### src/rtl/button_conditioner.sv
// Purpose: synchronise, debounce and edge-detect raw push-button pad levels, one FSM per button.
// Latency: level/press follow a stable input by DEBOUNCE_CYCLES+2 clock edges (2 sync + qualify).
// Backpressure: none; free-running, outputs are registered and advance every cycle.
module button_conditioner #(
  parameter int NUM_BTN         = 3,
  parameter int DEBOUNCE_CYCLES = 1000000,
  parameter int CNT_W           = 20
) (
  input  logic               CLK,
  input  logic               RESET,
  input  logic [NUM_BTN-1:0] BTN_IN,
  output logic [NUM_BTN-1:0] BTN_LEVEL,
  output logic [NUM_BTN-1:0] BTN_PRESS,
  output logic [NUM_BTN-1:0] BTN_RELEASE
);

  // Last count value before a transition qualifies; cnt never goes past it.
  localparam logic [CNT_W-1:0] CNT_LAST = CNT_W'(DEBOUNCE_CYCLES - 1);

  typedef enum logic [1:0] {
    IDLE       = 2'd0,
    PRESS_WAIT = 2'd1,
    HELD       = 2'd2,
    REL_WAIT   = 2'd3
  } state_t;

  logic [NUM_BTN-1:0] sync_s1;
  logic [NUM_BTN-1:0] sync_s2;

  // Two-flop synchroniser; only sync_s2 is allowed to reach the FSMs.
  always_ff @(posedge CLK or negedge RESET) begin
    if (!RESET) begin
      sync_s1 <= '0;
      sync_s2 <= '0;
    end else begin
      sync_s1 <= BTN_IN;
      sync_s2 <= sync_s1;
    end
  end

  for (genvar b = 0; b < NUM_BTN; b++) begin : g_btn
    state_t           state_q;
    state_t           state_d;
    logic [CNT_W-1:0] cnt_q;
    logic [CNT_W-1:0] cnt_d;
    logic             level_q;
    logic             level_d;
    logic             press_q;
    logic             press_d;
    logic             release_q;
    logic             release_d;

    // State, counter and registered outputs for this button.
    always_ff @(posedge CLK or negedge RESET) begin
      if (!RESET) begin
        state_q   <= IDLE;
        cnt_q     <= '0;
        level_q   <= 1'b0;
        press_q   <= 1'b0;
        release_q <= 1'b0;
      end else begin
        state_q   <= state_d;
        cnt_q     <= cnt_d;
        level_q   <= level_d;
        press_q   <= press_d;
        release_q <= release_d;
      end
    end

    // Next-state: count consecutive opposite samples, any bounce restarts from the settled state.
    always_comb begin
      state_d   = state_q;
      cnt_d     = cnt_q;
      level_d   = level_q;
      press_d   = 1'b0;
      release_d = 1'b0;
      case (state_q)
        IDLE: begin
          if (sync_s2[b]) begin
            state_d = PRESS_WAIT;
            cnt_d   = CNT_W'(1);
          end
        end
        PRESS_WAIT: begin
          if (!sync_s2[b]) begin
            state_d = IDLE;
            cnt_d   = '0;
          end else if (cnt_q == CNT_LAST) begin
            state_d = HELD;
            cnt_d   = '0;
            level_d = 1'b1;
            press_d = 1'b1;
          end else begin
            cnt_d = cnt_q + CNT_W'(1);
          end
        end
        HELD: begin
          if (!sync_s2[b]) begin
            state_d = REL_WAIT;
            cnt_d   = CNT_W'(1);
          end
        end
        REL_WAIT: begin
          if (sync_s2[b]) begin
            state_d = HELD;
            cnt_d   = '0;
          end else if (cnt_q == CNT_LAST) begin
            state_d   = IDLE;
            cnt_d     = '0;
            level_d   = 1'b0;
            release_d = 1'b1;
          end else begin
            cnt_d = cnt_q + CNT_W'(1);
          end
        end
        default: begin
          state_d = IDLE;
          cnt_d   = '0;
        end
      endcase
    end

    assign BTN_LEVEL[b]   = level_q;
    assign BTN_PRESS[b]   = press_q;
    assign BTN_RELEASE[b] = release_q;
  end

endmodule
### config.mk
export PLATFORM = sky130hd
export DESIGN_NAME = button_conditioner
export DESIGN_NICKNAME = d
export VERILOG_FILES = /design/src/rtl/button_conditioner.sv
export SDC_FILE = /design/constraint.sdc
export NUM_CORES = 1
export LEC_CHECK = 0
export BUFFER_PORTS_ARGS = -buffer_cell sky130_fd_sc_hd__clkbuf_2
export CORE_AREA = 2 2 96 98
export DETAILED_ROUTE_END_ITERATION = 6
export DIE_AREA = 0 0 98 100
export SETUP_SLACK_MARGIN = 0.15
export SYNTH_ARGS = -nofsm -noshare
export SYNTH_HDL_FRONTEND = slang
export SYNTH_SLANG_ARGS = --single-unit
### constraint.sdc
create_clock -name CLK -period 2.47 [get_ports CLK]
set_input_delay 0.1235 -clock CLK [delete_from_list [all_inputs] [get_ports CLK]]
set_output_delay 0.1235 -clock CLK [all_outputs]
set_load 0.05 [all_outputs]
Word-level counts from Yosys, hierarchy flattened

Index checks and enable logic that the tools add are counted.

Register bits after elaboration: 81
Input port bits: 5
Logic and storage cells: 140

Add/subtract/negate cells: 3
Equality and inequality tests: 36
Muxes and demuxes: 69
Reduce and logical (&&, ||, !) cells: 15

Operator list:

| cell                                                 | count |
|---|---|
| 2-to-1 mux 20 bit                                    | 15 |
| case mux 20 bit (4 select lines)                     | 3 |
| adder 20 x 1 -> 20 bit (second input constant)       | 3 |
| equality test 20 bit (second input constant)         | 3 |
| 2-to-1 mux 2 bit                                     | 18 |
| inequality test 2 bit (second input constant)        | 18 |
| 2-to-1 mux 1 bit                                     | 27 |
| case mux 2 bit (4 select lines)                      | 3 |
| inequality test 3 bit (second input constant)        | 6 |
| AND reduction 5 bit                                  | 3 |
| equality test 2 bit (second input constant)          | 6 |
| AND reduction 4 bit                                  | 3 |
| equality test 2 x 1 -> 1 bit (second input constant) | 3 |
| zero test 2 bit                                      | 3 |
| case mux 1 bit (2 select lines)                      | 3 |
| AND reduction 2 bit                                  | 3 |
| nonzero test 2 bit                                   | 3 |

Longest topological paths before layout

Gate-level depths: netlist (run 1).

Word-level depth: 4
Depth in mapped cells: 8

Worst setup path before layout (run 1)

Ideal clock, no wire load.

Path type: register to register
Start point: register g_btn[1].cnt_q[0]
End point: register g_btn[1].cnt_q[5]
Library setup time: 82 ps
Data arrival time: 1,754 ps
Required time: 2,388 ps
Slack: 634 ps
Stages on the path, launching flop included: 9
Clock period less this slack: 1,836 ps
Cell sequence: dfrtp_1 -> ha_1 -> and4_1 -> and4_4 -> a21oi_2 -> buf_4 -> buf_6 -> o21ai_0 -> a31oi_1

Cells in the longest elaborated chain, start to end: 4
Elaborated cells between the ends (all ways): 6

RTL lines:

| item                                                                  | line    | source |
|---|---|---|
| start, declared                                                       | 44      | `logic [CNT_W-1:0] cnt_q;` |
| start signal, assigned                                                | 63      | `cnt_q <= cnt_d;` |
| adder 20 x 1 -> 20 bit / equality test 20 bit (equally long branches) | -       |  |
| 2-to-1 mux 20 bit *                                                   | 88, 107 |  |
| 2-to-1 mux 20 bit (on tied branches)                                  | 104, 85 |  |
| case mux 20 bit (4 select lines) *                                    | 77      | `case (state_q)` |

Every way passes the cells marked *; elsewhere a longest branch is shown, timed or not.
A chain may end at the register's enable or synchronous reset.

==> results.sh, run 1 <==
export IMPL_grt_pass1_vias=3140
export IMPL_timing_max_transition_violations_final=0
export IMPL_worst_endpoint_arrival_ns=2.39
export IMPL_synth_edf_count=0
export IMPL_synthesis_yosys_warnings=0
export IMPL_fin_cells=567
export IMPL_floorplan_die_width_um=98
export IMPL_detailed_place_hpwl_um=5420
export IMPL_synth_top_family_by_area="simple AND/OR/NAND/NOR gates"
export IMPL_grt_util_all_layers_pct=17.9
export IMPL_post_route_drc_count=0
export IMPL_worstSetupEndpointType="flop"
export IMPL_placement_io_buffers=13
export IMPL_timing_final_setup_violations=0
export IMPL_post_synth_xor_area_fraction_pct=0.794
export IMPL_layout_cells_most_common="dfrtp_1"
export IMPL_cts_htree_levels=3
export IMPL_die_height_um=100
export IMPL_clock_latency_ns=0.35
export IMPL_synth_compound_area_share_pct=20.7
export IMPL_firstDrtPassIters=4
export IMPL_global_route_total_overflow=0
export IMPL_worst_setup_hold_path_clk_slew_ns=0.09
export IMPL_detail_route_wirelength_um=8290
export IMPL_power_static_leakage_nw=2.02
export IMPL_die_area_um2=9800
export IMPL_avgViaCountPerCell=5.93
export IMPL_pwr_density_cell_nw_per_um2=608
export IMPL_timing_critical_path_required_ns=2.74
export IMPL_fin_tns_setup_ns=0
export IMPL_fmax_mhz=471
export IMPL_min_delay_path_class="in -> async"
export IMPL_cp_start_kind="flop"
export IMPL_num_antenna_cells=0
export IMPL_critical_path_cell_chain="xor2_1 > nand2_1 > a21oi_4 > o21ai_0 > a31oi_1"
export IMPL_mapped_area_um2=4260
export IMPL_placed_area_um2=4340
export IMPL_power_share_switching_pct=25.3
export IMPL_dpl_cell_count=547
export IMPL_switchingPower_mw=0.711
export IMPL_tritoncts="done"
export IMPL_crit_path_max_incr_delay_ns=0.67
export IMPL_number_of_buffers_on_the_longest_clock_path=2
export IMPL_layout_common_cells="81 x dfrtp_1, 42 x nand2_1, 36 x a31oi_1"
export IMPL_postCtsResizedCells=0
export IMPL_synth_seq_area_share_pct=47.6
export IMPL_synthesis_nets=451
export IMPL_comb_power_share_pct=7.4
export IMPL_worst_vdd_rail_ir_drop_v=0.000352
export IMPL_design_area_um2=4620
export IMPL_rows=35
export IMPL_io_pin_count=14
export IMPL_cts_sinks=81
export IMPL_drv_cap=0
export IMPL_primary_flip_flop_cell_chosen_by_synthesis_mapping="dfrtp_1"
export IMPL_synth_ff_latch_count=81
export IMPL_grt_setup_unrepaired="true"
export IMPL_yosys_area_share_adder_pct=0.882
export IMPL_worst_slew_pin_transition_ns=0.843
export IMPL_power_frac_clock_pct=40.3
export IMPL_floorplan_core_area_um2=8890
export IMPL_hold_ws_ns=0.324
export IMPL_cp_num_buf_inv=0
export IMPL_synth_instances=443
export IMPL_grt_max_degree=82
export IMPL_outcome="completed"
export IMPL_synthSimpleGateAreaFrac_pct=24.1
export IMPL_drtAntennaViolNets=0
export IMPL_detailroute_via_count=3363
export IMPL_design_final_nets=459
export IMPL_cts_root_buffer_type="clkbuf_8"
export IMPL_gp_congestion=0.780
export IMPL_skew_ns=0.0147
export IMPL_crit_fanout=36
export IMPL_crit_path_max_delay_cell_type="a21oi_4"
export IMPL_timing_slew_headroom_pct=43.7
export IMPL_wl_per_cell_um=14.6
export IMPL_postSynth_asyncResetShare_pct=100
export IMPL_synth_cell_types=57
export IMPL_yosys_mux_area_fraction_pct=0.941
export IMPL_num_fill_cells=788
export IMPL_seq_power_share_pct=52.3
export IMPL_synth_avg_cell_area_um2=9.61
export IMPL_path_class="reg -> reg"
export IMPL_layout_drive_gt1_share_pct=11.6
export IMPL_antenna_found_initial=0
export IMPL_area_delta_synth_final_pct=8.58
export IMPL_initial_utilization_pct=47.9
export IMPL_period_utilization_post_route_pct=86.0
export IMPL_layout_min_cycle_time_ns=2.12
export IMPL_internal_power_mw=2.10
export IMPL_critPathTopFamily="compound AO/OA/AOI/OAI gates"
export IMPL_post_cts_setup_buffer_count=0
export IMPL_grt_first_pass_wirelength_um=14600
export IMPL_initialDrtViolationCount=149
export IMPL_report_final_hold_viol_count=0
export IMPL_numCtsBuffers=9
==> repair_timing <==
item	in CTS	in global routing
endpoints found under the hold margin	84	0
endpoints found under the setup margin	0	1
hold buffers	4	0
==> worst min-delay path: cells and delay by family <==
kind / cells / cell delay, ns
buffers and inverters: 3 / 0.98
==> synth_stat cells, types with 4 or more instances <==
master	count	area share, %
dfrtp_1	81	48
nand2_1	42	3.7
a31oi_1	36	5.3
a21oi_1	35	4.1
nor2_1	30	2.6
nand3_1	26	3.1
o21ai_0	19	2.2
and3_1	12	1.8
a22o_1	11	2.3
buf_4	11	1.9
nor3_1	11	1.3
inv_1	10	0.88
nand4_1	10	1.5
nand2b_1	9	1.3
and2_1	8	1.2
a21o_1	7	1.2
a41oi_1	5	1.0
buf_6	5	1.3
and4_1	4	0.82
buf_2	4	0.47
mux2i_1	4	0.94
or2_2	4	0.59
==> path summary, 6_finish.rpt <==
path / start / end / slack [ns] / depth (start not counted)
worst min register to register: sync_s1[2] / sync_s2[2] / 0.35 / 0
worst min-delay path: RESET / g_btn[1].cnt_q[7] / 0.32 / 3
min in group CLK: sync_s1[2] / sync_s2[2] / 0.35 / 0
max in group asynchronous: RESET / g_btn[2].cnt_q[9] / 1.79 / 3
worst max-delay path: flop / g_btn[2].cnt_q[8] / 0.35 / 5
worst max register to register: flop / g_btn[2].cnt_q[8] / 0.35 / 5
==> kinds of logic after synthesis <==
family,after synthesis
compound gates,136
simple gates,182
buf+inv,34
fa+ha+maj,3
xor+xnor,3
mux,4
flops,81
==> sequential cells by signal, indices dropped and copies added, names as in the netlist, named ones only <==
| name | flops |
|---|---|
| g_btn.cnt_q | 60 |
| g_btn.level_q | 3 |
| g_btn.press_q | 3 |
| g_btn.release_q | 3 |
| g_btn.state_q | 3 |
| sync_s1 | 3 |
| sync_s2 | 3 |
==> power by group through the flow <==
stage | registers [mW] | logic [mW] | clock network, mW
2_1_floorplan | 1.48 | 0.149 | 0
3_3_place_gp | 1.49 | 0.202 | 0
3_5_place_dp | 1.50 | 0.206 | 0
4_1_cts | 1.47 | 0.211 | 1.17
5_1_grt | 1.48 | 0.239 | 1.22
6_report | 1.47 | 0.209 | 1.13
==> layer usage <==
layer  share of wire, %  up-vias  track usage, %
met5                  0        -               0
met1                 49     1628            25.2
met2                 46       52            28.6
li1                   -     1674               -
met3                3.4        9            3.06
met4                1.2        0            5.66
==> through the flow <==
stage               setup slack [ns]  power, mW  utilization [%]
global placement               0.460       1.70             48.9
global route                   0.145       2.94             52.0
detailed placement             0.390       1.70             48.9
CTS                            0.372       2.85             52.0
finish                         0.346       2.81             52.0
floorplan                      0.634       1.63                -
==> area by class of cell <==
| class | count | area, µm² | area share, % |
|---|---|---|---|
| repair buffers | 21 | 163 | 3.52 |
| inverters | 10 | 37.5 | 0.812 |
| clock buffers | 11 | 151 | 3.28 |
| clock inverters | 5 | 86.3 | 1.87 |
| flip-flops and latches | 81 | 2030 | 43.9 |
| well taps | 111 | 139 | 3.00 |
| multi-input cells | 328 | 2020 | 43.7 |
(Power assumes the default switching activity.)
==> inputs of run 2 (changes only) <==
- RECOVER_POWER: unset -> 50
==> results.sh, run 2 (synthesis results as in run 1) <==
export IMPL_outcome="completed"
export IMPL_postCtsResizedCells=0
export IMPL_grt_pass1_vias=3140
export IMPL_grt_first_pass_wirelength_um=14600
export IMPL_placement_io_buffers=13
export IMPL_post_cts_setup_buffer_count=0
export IMPL_timing_critical_path_required_ns=2.73
export IMPL_worstSetupEndpointType="flop"
export IMPL_cts_htree_levels=3
export IMPL_design_final_nets=459
export IMPL_layout_min_cycle_time_ns=2.13
export IMPL_power_static_leakage_nw=2.02
export IMPL_die_height_um=100
export IMPL_area_delta_synth_final_pct=8.29
export IMPL_drtAntennaViolNets=0
export IMPL_rows=35
export IMPL_drv_cap=0
export IMPL_p_total_mw=2.80
export IMPL_firstDrtPassIters=5
export IMPL_worst_setup_hold_path_clk_slew_ns=0.09
export IMPL_cp_start_kind="flop"
export IMPL_utilization_pct=51.9
export IMPL_worst_slew_pin_transition_ns=1.08
export IMPL_floorplan_die_width_um=98
export IMPL_met3_usage_pct=3.06
export IMPL_worst_endpoint_arrival_ns=2.39
export IMPL_floorplan_core_area_um2=8890
export IMPL_fin_tns_setup_ns=0
export IMPL_clock_latency_ns=0.35
export IMPL_skew_ns=0.0137
export IMPL_avgViaCountPerCell=5.92
export IMPL_numCtsBuffers=9
export IMPL_antenna_found_initial=0
export IMPL_die_area_um2=9800
export IMPL_cts_root_buffer_type="clkbuf_8"
export IMPL_cts_sinks=81
export IMPL_timing_slew_headroom_pct=27.8
export IMPL_grt_setup_unrepaired="true"
export IMPL_worst_vdd_rail_ir_drop_v=0.000352
export IMPL_fmax_mhz=470
export IMPL_pwr_density_cell_nw_per_um2=608
export IMPL_global_route_total_overflow=0
export IMPL_timing_max_transition_violations_final=0
export IMPL_largest_register="g_btn.cnt_q"
export IMPL_crit_fanout=36
export IMPL_hold_ws_ns=0.353
export IMPL_grt_util_all_layers_pct=17.9
export IMPL_detailroute_via_count=3355
export IMPL_layout_common_cells="81 x dfrtp_1, 42 x nand2_1, 36 x a31oi_1"
export IMPL_gr_max_usage_layer="met2"
export IMPL_initial_utilization_pct=47.9
export IMPL_grt_max_degree=82
export IMPL_detailed_place_hpwl_um=5420
export IMPL_post_route_drc_count=0
export IMPL_number_of_flip_flops_in_the_largest_register=60
export IMPL_initialDrtViolationCount=166
export IMPL_layout_cells_most_common="dfrtp_1"
export IMPL_timing_final_setup_violations=0
export IMPL_path_class="reg -> reg"
export IMPL_detail_route_wirelength_um=8280
export IMPL_grtUsageMet1_pct=25.2
export IMPL_gp_congestion=0.780
export IMPL_number_of_buffers_on_the_longest_clock_path=2
export IMPL_groute_layer_met2_usage_pct=28.6
export IMPL_min_delay_path_class="reg -> reg"
export IMPL_io_pin_count=14
export IMPL_tritoncts="done"
export IMPL_num_antenna_cells=0
export IMPL_layout_drive_gt1_share_pct=11.6
export IMPL_wl_per_cell_um=14.6
export IMPL_period_utilization_post_route_pct=86.2
export IMPL_report_final_hold_viol_count=0
==> run 2: changes by cell type in the layout (fill, tap and decap cells not counted) <==
cell,previous run,this run
buf_4,3,2
clkbuf_4,0,2
buf_12,2,1
==> run 2: worst max-delay path, cell delays in order (launching register included) <==
cell and delay (ns):
dfrtp_1 0.42, ha_1 0.27, nand2_1 0.16, nor4_4 0.08
a21oi_4 0.67, o21ai_0 0.23, a31oi_1 0.22
==> run 2: repair_timing <==
| action | in CTS | in global routing |
|---|---|---|
| hold endpoints to repair | 84 | 0 |
| hold buffers | 4 | 0 |
| setup endpoints to repair | 0 | 1 |
==> run 2: path summary, 6_finish.rpt <==
check | from | to | slack (ns) | depth (start not counted)
max | g_btn[2].cnt_q[0] | g_btn[2].cnt_q[8] | 0.34 | 6
min | sync_s1[2] | sync_s2[2] | 0.35 | 0
max reg2reg | g_btn[2].cnt_q[0] | g_btn[2].cnt_q[8] | 0.34 | 6
min reg2reg | sync_s1[2] | sync_s2[2] | 0.35 | 0
max in group asynchronous | RESET | g_btn[2].cnt_q[9] | 1.13 | 3
min in group asynchronous | RESET | g_btn[1].cnt_q[10] | 0.64 | 3
==> run 2: where the power goes <==
part	leakage [nW]	total [mW]	internal [mW]	switching, mW
combinational	0.797	0.204	0.0810	0.123
sequential	1.10	1.47	1.38	0.0857
clock	0.120	1.13	0.632	0.497
==> run 2: cell type report <==
| class | count | area (µm²) |
|---|---|---|
| fillers | 790 | 4280 |
| inverters | 10 | 37.5 |
| clock buffers | 11 | 151 |
| multi-input cells | 328 | 2020 |
| flip-flops and latches | 81 | 2030 |
| well taps | 111 | 139 |
| repair buffers | 21 | 150 |
| clock inverters | 5 | 86.3 |
==> run 2: metrics by stage <==
| step | instance area [µm²] | setup WS, ns | instances |
|---|---|---|---|
| 4_1_cts | 4620 | 0.372 | 567 |
| 2_1_floorplan | 4260 | 0.634 | 443 |
| 3_5_place_dp | 4340 | 0.390 | 547 |
| 5_1_grt | 4610 | 0.145 | 567 |
| 6_report | 4610 | 0.340 | 567 |
| 3_3_place_gp | 4340 | 0.460 | 547 |
==> run 2: metal layers <==
metal  share of wire (%)  vias up  routed length (µm)
met3                 2.8       10                 231
met4                 1.1        0                  90
li1                    -     1671                   -
met1                  50     1623                4120
met2                  46       51                3830
met5                   0        -                   0
==> inputs of run 3 (changes only) <==
- CORE_AREA: 2 2 96 98 -> 2 2 88 90
- DIE_AREA: 0 0 98 100 -> 0 0 90 92
- PLACE_DENSITY: unset -> 0.75
==> results.sh, run 3 (synthesis results as in run 1) <==
export IMPL_outcome="completed"
export IMPL_worstReg2RegStart="g_btn[2].cnt_q[0]"
export IMPL_worst_r2r_cell_count=6
export IMPL_grt_first_pass_wirelength_um=14700
export IMPL_dpl_worst_slack_ns=0.353
export IMPL_global_route_total_overflow=0
export IMPL_cp_start_kind="flop"
export IMPL_hold_depth=0
export IMPL_fin_cells=559
export IMPL_min_delay_path_class="reg -> reg"
export IMPL_num_fill_cells=655
export IMPL_detail_route_wirelength_um=8400
export IMPL_postCtsResizedCells=0
export IMPL_timing_slew_headroom_pct=40.9
export IMPL_cp_num_buf_inv=0
export IMPL_grt_util_all_layers_pct=21.6
export IMPL_design_area_um2=4540
export IMPL_number_of_buffers_on_the_longest_clock_path=2
export IMPL_worst_setup_hold_path_clk_slew_ns=0.09
export IMPL_cts_htree_levels=3
export IMPL_io_pin_count=14
export IMPL_largest_register="g_btn.cnt_q"
export IMPL_fmax_mhz=469
export IMPL_worstSetupEndpointType="flop"
export IMPL_floorplan_core_area_um2=7450
export IMPL_floorplan_die_width_um=90
export IMPL_post_cts_setup_buffer_count=0
export IMPL_rrSetupSlack_ns=0.34
export IMPL_number_of_flip_flops_in_the_largest_register=60
export IMPL_wl_per_cell_um=15.0
export IMPL_firstDrtPassIters=4
export IMPL_area_delta_synth_final_pct=6.76
export IMPL_worst_vdd_rail_ir_drop_v=0.000336
export IMPL_timing_rr_end="g_btn[2].cnt_q[12]"
export IMPL_tritoncts="done"
export IMPL_die_area_um2=8280
export IMPL_layout_common_cells="81 x dfrtp_1, 42 x nand2_1, 36 x a31oi_1"
export IMPL_skew_ns=0.00623
export IMPL_critPathTopFamily="compound AO/OA/AOI/OAI gates"
export IMPL_sequential_cell_area_um2=2030
export IMPL_gp_congestion=0.841
export IMPL_layout_cells_most_common="dfrtp_1"
export IMPL_period_utilization_post_route_pct=86.4
export IMPL_clock_latency_ns=0.35
export IMPL_final_setup_worst_slack_ns=0.336
export IMPL_num_antenna_cells=0
export IMPL_drv_cap=0
export IMPL_timing_max_transition_violations_final=0
export IMPL_placement_io_buffers=13
export IMPL_antenna_found_initial=0
export IMPL_die_height_um=92
export IMPL_path_class="reg -> reg"
export IMPL_fin_tns_setup_ns=0
export IMPL_pwr_density_cell_nw_per_um2=562
export IMPL_timing_final_setup_violations=0
export IMPL_post_route_drc_count=0
export IMPL_timing_critical_path_required_ns=2.71
export IMPL_layout_min_cycle_time_ns=2.13
export IMPL_layout_drive_gt1_share_pct=11.6
export IMPL_worst_slew_pin_transition_ns=0.886
export IMPL_initialDrtViolationCount=174
export IMPL_placed_area_um2=4320
export IMPL_critical_path_cell_chain="ha_1 > nand2_1 > nor4_4 > a21oi_2 > a21o_1 > a22o_1"
export IMPL_hold_path_endpoint="sync_s2[1]"
export IMPL_rows=32
export IMPL_grt_max_degree=48
export IMPL_dpl_cell_count=538
export IMPL_grt_setup_unrepaired="false"
export IMPL_design_final_nets=460
export IMPL_crit_path_max_delay_cell_type="nor4_4"
export IMPL_drtAntennaViolNets=0
export IMPL_power_static_leakage_nw=1.98
export IMPL_initial_utilization_pct=57.2
export IMPL_report_final_hold_viol_count=0
export IMPL_grt_pass1_vias=3234
export IMPL_detailroute_via_count=3419
export IMPL_crit_fanout=18
export IMPL_p_total_mw=2.55
export IMPL_avgViaCountPerCell=6.12
export IMPL_hp_start="sync_s1[1]"
export IMPL_detailed_place_hpwl_um=5690
export IMPL_cts_sinks=81
export IMPL_cts_root_buffer_type="clkbuf_8"
export IMPL_multi_input_area_um2=2030
export IMPL_utilization_pct=61.0
export IMPL_numCtsBuffers=9
export IMPL_crit_path_max_incr_delay_ns=0.47
export IMPL_worst_endpoint_arrival_ns=2.38
export IMPL_hold_ws_ns=0.358
run 3: routing by layer:
metal	part of all wire, %	vias to the layer above	global-route usage [%]
met1	47	1660	28.5
met4	1.2	0	6.03
met2	48	68	35.2
met3	3.8	10	6.00
li1	-	1681	-
met5	0	-	0
run 3: how the worst max path moves through the flow:
stage,from,cells past startpoint,to
after floorplan,g_btn[1].cnt_q[0],8,g_btn[1].cnt_q[5]
after global placement,g_btn[2].cnt_q[0],6,g_btn[2].cnt_q[19]
after detailed placement,g_btn[2].cnt_q[0],6,g_btn[2].cnt_q[14]
after CTS,g_btn[2].cnt_q[0],6,g_btn[2].cnt_q[14]
after global routing,g_btn[2].cnt_q[0],6,g_btn[2].cnt_q[12]
final,g_btn[2].cnt_q[0],6,g_btn[2].cnt_q[12]
run 3: where the power goes:
part | switching, mW | leakage (nW) | internal [mW]
registers | 0.0885 | 1.10 | 1.38
clock network | 0.500 | 0.0858 | 0.371
logic | 0.128 | 0.797 | 0.0812
total | 0.716 | 1.98 | 1.84
run 3: what timing repair did:
item	in CTS	in global routing
endpoints found under the hold margin	37	0
endpoints found under the setup margin	0	2
hold buffers	4	0
run 3: final cells by class:
| class | count | share of cell area, % |
|---|---|---|
| Timing Repair Buffer | 21 | 3.22 |
| Multi-Input combinational cell | 329 | 44.6 |
| Tap cell | 102 | 2.81 |
| Clock inverter | 7 | 1.21 |
| Sequential cell | 81 | 44.6 |
| Clock buffer | 9 | 2.73 |
| Inverter | 10 | 0.826 |
